<file path="src/rtl/wb_arb_pkg.sv">
// wb_arb_pkg: shared CTI codes, master limit and round-robin search for wb_master_arb.
package wb_arb_pkg;
  localparam logic [2:0] CTI_CLASSIC = 3'b000;
  localparam logic [2:0] CTI_INCR = 3'b010;
  localparam logic [2:0] CTI_EOB = 3'b111;
  localparam int MAX_MASTERS = 8;
  // Unused high request bits are zero, so a mod-8 walk from ptr equals a mod-N walk.
  function automatic logic [2:0] next_rr(input logic [MAX_MASTERS-1:0] req, input logic [2:0] ptr);
    logic [2:0] w;
    w = ptr;
    for (int i = MAX_MASTERS - 1; i >= 0; i--)
      if (req[ptr + 3'(i)]) w = ptr + 3'(i);
    return w;
  endfunction
endpackage

</file>
<file path="src/rtl/wb_arb_rr_pick.sv">
// wb_arb_rr_pick: combinational picker, first requester at or after ptr (wrapping).
module wb_arb_rr_pick
  import wb_arb_pkg::*;
#(
  parameter int NUM_MASTERS = 2
) (
  input  logic [NUM_MASTERS-1:0]         req,
  input  logic [$clog2(NUM_MASTERS)-1:0] ptr,
  output logic                           found,
  output logic [$clog2(NUM_MASTERS)-1:0] idx
);
  logic [2:0] win;
  always_comb begin
    win = next_rr(MAX_MASTERS'(req), 3'(ptr));
    found = |req;
    idx = win[$clog2(NUM_MASTERS)-1:0];
  end
endmodule

</file>
<file path="src/rtl/wb_master_arb.sv">
// wb_master_arb: Wishbone B4 multi-master arbiter, round-robin or fixed priority, burst ownership.
// Define WB_ARB_WATCHDOG_EN to build the watchdog that errors the owner of a stalled slave.
module wb_master_arb
  import wb_arb_pkg::*;
#(
  parameter int NUM_MASTERS = 2,
  parameter int ADDR_W = 32,
  parameter int DATA_W = 32,
  parameter int RR_EN = 1,
  parameter int TIMEOUT = 255
) (
  input  logic                          i_clk,
  input  logic                          i_reset,
  input  logic [NUM_MASTERS-1:0]        i_m_cyc,
  input  logic [NUM_MASTERS-1:0]        i_m_stb,
  input  logic [NUM_MASTERS-1:0]        i_m_we,
  input  logic [NUM_MASTERS*ADDR_W-1:0] i_m_adr,
  input  logic [NUM_MASTERS*DATA_W-1:0] i_m_dat,
  input  logic [NUM_MASTERS*DATA_W/8-1:0] i_m_sel,
  input  logic [NUM_MASTERS*3-1:0]      i_m_cti,
  output logic [NUM_MASTERS-1:0]        o_m_ack,
  output logic [NUM_MASTERS-1:0]        o_m_err,
  output logic [DATA_W-1:0]             o_m_dat,
  output logic                          o_wb_cyc,
  output logic                          o_wb_stb,
  output logic                          o_wb_we,
  output logic [ADDR_W-1:0]             o_wb_adr,
  output logic [DATA_W-1:0]             o_wb_dat,
  output logic [DATA_W/8-1:0]           o_wb_sel,
  output logic [2:0]                    o_wb_cti,
  input  logic                          i_wb_ack,
  input  logic [DATA_W-1:0]             i_wb_dat,
  output logic [NUM_MASTERS-1:0]        o_grant
);
  localparam int IW = $clog2(NUM_MASTERS);
  localparam int SW = DATA_W / 8;

  logic          gnt_valid_q, gnt_valid_d;
  logic [IW-1:0] gnt_idx_q, gnt_idx_d, rr_ptr_q, rr_ptr_d, pick_idx;
  logic          pick_found, arb, stb_raw, wd_hit;
  logic [NUM_MASTERS-1:0] owner_oh;

  if (NUM_MASTERS < 2 || NUM_MASTERS > MAX_MASTERS || TIMEOUT < 1 || TIMEOUT > 65535) begin : g_bad_params
    $error("wb_master_arb: parameter out of range");
  end

  wb_arb_rr_pick #(.NUM_MASTERS(NUM_MASTERS)) u_pick (
    .req  (i_m_cyc),
    .ptr  (RR_EN != 0 ? rr_ptr_q : '0),
    .found(pick_found),
    .idx  (pick_idx)
  );

  // Re-arbitrate only when idle or when the owner lets go of cyc, so bursts stay intact.
  always_comb begin
    arb = !gnt_valid_q || !i_m_cyc[gnt_idx_q];
    gnt_valid_d = arb ? pick_found : gnt_valid_q;
    gnt_idx_d = (arb && pick_found) ? pick_idx : gnt_idx_q;
    rr_ptr_d = !(arb && pick_found) ? rr_ptr_q :
               (pick_idx == IW'(NUM_MASTERS - 1)) ? '0 : pick_idx + IW'(1);
  end

  always_ff @(posedge i_clk or posedge i_reset) begin
    if (i_reset) begin
      gnt_valid_q <= 1'b0;
      gnt_idx_q <= '0;
      rr_ptr_q <= '0;
    end else begin
      gnt_valid_q <= gnt_valid_d;
      gnt_idx_q <= gnt_idx_d;
      rr_ptr_q <= rr_ptr_d;
    end
  end

  always_comb begin
    owner_oh = gnt_valid_q ? NUM_MASTERS'(1) << gnt_idx_q : '0;
    stb_raw = gnt_valid_q && i_m_stb[gnt_idx_q];
    o_wb_cyc = gnt_valid_q && i_m_cyc[gnt_idx_q];
    o_wb_stb = stb_raw && !wd_hit;
    o_wb_we = gnt_valid_q && i_m_we[gnt_idx_q];
    o_wb_adr = gnt_valid_q ? i_m_adr[gnt_idx_q*ADDR_W +: ADDR_W] : '0;
    o_wb_dat = gnt_valid_q ? i_m_dat[gnt_idx_q*DATA_W +: DATA_W] : '0;
    o_wb_sel = gnt_valid_q ? i_m_sel[gnt_idx_q*SW +: SW] : '0;
    o_wb_cti = gnt_valid_q ? i_m_cti[gnt_idx_q*3 +: 3] : '0;
    o_m_ack = i_wb_ack ? owner_oh : '0;
    o_m_err = wd_hit ? owner_oh : '0;
    o_grant = owner_oh;
    o_m_dat = i_wb_dat;
  end

`ifdef WB_ARB_WATCHDOG_EN
  logic [15:0] wd_cnt_q, wd_cnt_d;
  always_comb begin
    wd_hit = gnt_valid_q && wd_cnt_q == 16'(TIMEOUT);
    wd_cnt_d = (wd_hit || arb || !stb_raw || i_wb_ack) ? '0 : wd_cnt_q + 16'd1;
  end
  always_ff @(posedge i_clk or posedge i_reset) begin
    if (i_reset) wd_cnt_q <= '0;
    else wd_cnt_q <= wd_cnt_d;
  end
`else
  assign wd_hit = 1'b0;
`endif
endmodule

</file>
<file path="config.mk">
export PLATFORM = sky130hd
export DESIGN_NAME = wb_master_arb
export DESIGN_NICKNAME = d
export VERILOG_FILES = /design/src/rtl/wb_arb_pkg.sv /design/src/rtl/wb_arb_rr_pick.sv /design/src/rtl/wb_master_arb.sv
export SDC_FILE = /design/constraint.sdc
export NUM_CORES = 1
export LEC_CHECK = 0
export CAP_MARGIN = 5
export CORE_AREA = 2 2 115 117
export CTS_CLUSTER_DIAMETER = 120
export DETAILED_ROUTE_END_ITERATION = 10
export DIE_AREA = 0 0 117 119
export PLACE_DENSITY = 0.58
export SLEW_MARGIN = 20
export SYNTH_ARGS = -nofsm -noshare
export SYNTH_HDL_FRONTEND = slang
export SYNTH_HIERARCHICAL = 1
export SYNTH_SLANG_ARGS = --single-unit
</file>
<file path="constraint.sdc">
create_clock -name i_clk -period 1.2 [get_ports i_clk]
set_clock_uncertainty 0.05 [all_clocks]
set_input_delay 0.24 -clock i_clk [delete_from_list [all_inputs] [get_ports i_clk]]
set_output_delay 0.24 -clock i_clk [all_outputs]
set_load 0.03 [all_outputs]
</file>
==> results.md <==
* Post-synthesis sequential area ratio at ~4.8%
* Drt wl/cell at ~16 um
* NumNets Final at around 620
* Starting Density at 12.2%
* Die Y at 119 um
* Pre-Repair DR Iteration Count at 4
* # hold bufs at CTS at 0
* Worst vdd ir at approximately 0.0007 V
* Clk root buf: clkbuf_16
* Failing checks: negative setup slack
* Reg2Reg Launch Point: gnt_idx_q$_DFFE_PP0P_
* Global route total overflow at 0
* Largest net degree at the start of global routing at 20
* Startpoint Class: flop
* Finished Layout Cells at just over 600
* PortBufs at roughly 230
* Place WS at -737 ps
* Antenna Cells at 0
* Gpl congestion at 0.685
* Hold Crit Class: in -> async
* Clock-pin transition on the worst setup and hold timing paths at around 30 ps
* Longest Clk Path Bufs at 2
* Vias at between 2000 and 2500
* Final setup vio count at 81
* Synthesized cell area at between 1500 and 2000 um2
* Yosys cell types at 17
* Worst Path Required at 910 ps
* Clk sinks at 3
* LEAKAGE at roughly 2.2 nW
* Htree depth at 1
* Run status: finished with violations
* DR DRC count at 0
* Final Instance Area at around 5600 um2
* CTS tree: done
* Synth top area share at 47.7%
* Final setup margin at -631 ps
* Number of cell rows at 42
* Gr usage total at around an eighth
* CP endpoint kind: output pin
* Wirelength, routed at about 9600 um
* Cts bufs inserted at 3
* Worst hold slack at between 100 and 150 ps
* Die outline width at 117 um
* Vias per cell at 3.91
* Post-DP HPWL at around 6700 um
* Syn Inst Count at 223
* Fin crit period at 1830 ps
* Total Neg Setup Slack at -46120 ps
* Crit Path Class: reg -> out
* Area growth, synth to finish at 258%
* Syn Area/Cell at between 7 and 8 um2
* RSZ-0062 raised after global routing: true
* Fin util at about 44%
* Tcrit/Tclk final at 153%
* Post-route ant nets at 0
* Synth Register Bits at 3
* Reg2reg path depth at 7
* FF-to-FF End: rr_ptr_q$_DFFE_PP0P_
* Final Hold Viols at 0
* Starting DRC count in detailed routing at 36
* Core box area at 12900 um2
* Worst EP arrival at 1540 ps
* Top-level I/O count at roughly 300
* Placed Cells incl. Taps at 594
* Top cells by area, synth: mux2i_1 (48%), buf_4 (19%), nor2_1 (18%), dfrtp_1 (4.8%), buf_2 (2.5%)
* Power consumption at 10.3 mW
* PwrDens at about 1800 nW/um2
* Layout cell share with drive strength beyond 1 at 58.0%
* Reg2reg setup slack at -540 ps
* Number of max-cap violations at 0
* Die area at roughly 14000 um2
* Fmax at 0.546 GHz
* DP Area at roughly 4300 um2
* Global-route wire length before repair at 13200 um
* Clk_lat worst skew at between 200 and 250 ps
* Initial antenna violation count at 0
* Warnings, synthesis at 6
* Slew Limit Fails at 0
* CP Max Fanout at 5
* Leading area contributor after synthesis: mux2i_1
* Number of global-route vias before repair at 2492
## state kept, by name (all words and copies together), names as in the netlist
name         cells
gnt_idx_q        1
gnt_valid_q      1
rr_ptr_q         1
## report_power, final
group          internal [mW]  switching [mW]  leakage (nW)
Combinational           5.18            4.39          2.11
Clock                  0.438          0.0885        0.0382
Sequential             0.148          0.0686        0.0318
## area by class of cell
class,instances,area [um2]
sequential,3,78.8
timing repair buffer,263,3000
multi-input combinational,167,2230
inverter,3,37.5
fill,1216,7230
clock buffer,4,78.8
tap,176,220
## layout by cell type (no fill, tap or decap)
cell type / instances
bufinv_16: 1
a21o_1: 1
buf_4: 11
mux2i_4: 50
o21ai_1: 1
buf_16: 7
and3_2: 1
and2_1: 1
mux2i_2: 9
mux2i_1: 16
a22o_1: 1
nor2_4: 51
buf_8: 4
o21ai_2: 1
buf_12: 8
dfrtp_4: 1
clkbuf_1: 1
conb_1: 2
nor2_2: 25
clkdlybuf4s50_1: 150
nor2_1: 1
dfrtp_1: 2
buf_6: 78
nand2_1: 5
or2_1: 2
clkbuf_16: 8
inv_1: 2
## synth_stat cells
library cell / instances
and3_1: 1
a22o_1: 1
buf_4: 40
nor2_1: 77
buf_12: 1
mux2i_1: 75
dfrtp_1: 3
nand2_1: 5
conb_1: 1
buf_2: 8
inv_1: 3
clkbuf_1: 1
buf_6: 1
a21o_1: 1
o21ai_1: 2
and2_1: 1
or2_1: 2
## logic make-up after synthesis
group | after synthesis | synth area share, %
buf+inv | 54 | 24.5
simple gates | 86 | 21.1
compound gates | 4 | 1.67
other cells | 1 | 0.238
mux | 75 | 47.7
flops | 3 | 4.77
## critical path, stage by stage, from the launching register on
cell and delay, ps:
dfrtp_4 530, buf_12 180, buf_12 130, mux2i_4 180, nor2_2 150, buf_6 150
## worst max-delay path by stage
stage / from / endpoint / slack [ps] / depth (start not counted)
2_1_floorplan: gnt_idx_q$_DFFE_PP0P_ / o_wb_dat[16] / -250 / 5
3_3_place_gp: i_m_adr[17] / o_wb_adr[17] / -740 / 4
3_5_place_dp: i_m_adr[17] / o_wb_adr[17] / -740 / 4
4_1_cts: gnt_idx_q$_DFFE_PP0P_ / o_wb_dat[2] / -660 / 5
5_1_grt: gnt_idx_q$_DFFE_PP0P_ / o_wb_cyc / -710 / 5
6_report: gnt_idx_q$_DFFE_PP0P_ / o_wb_cyc / -630 / 5
## per-layer routing
layer | part of all wire (%) | vias to the layer above | global-route usage, % | routed length [um]
met2 | 57 | 130 | 23.8 | 5440
met4 | 0.68 | 0 | 1.47 | 65
li1 | - | 1154 | - | -
met3 | 8.7 | 12 | 2.29 | 839
met1 | 34 | 1113 | 13.1 | 3250
met5 | 0 | - | 0 | 0
## repair_timing
| item | in CTS | in global routing |
|---|---|---|
| gates cloned | 4 | 5 |
| gates resized for setup | 185 | 69 |
| buffers inserted | 4 | 6 |
| pin swaps | 7 | 22 |
| setup endpoints to repair | 81 | 81 |
(Power assumes the default switching activity.)
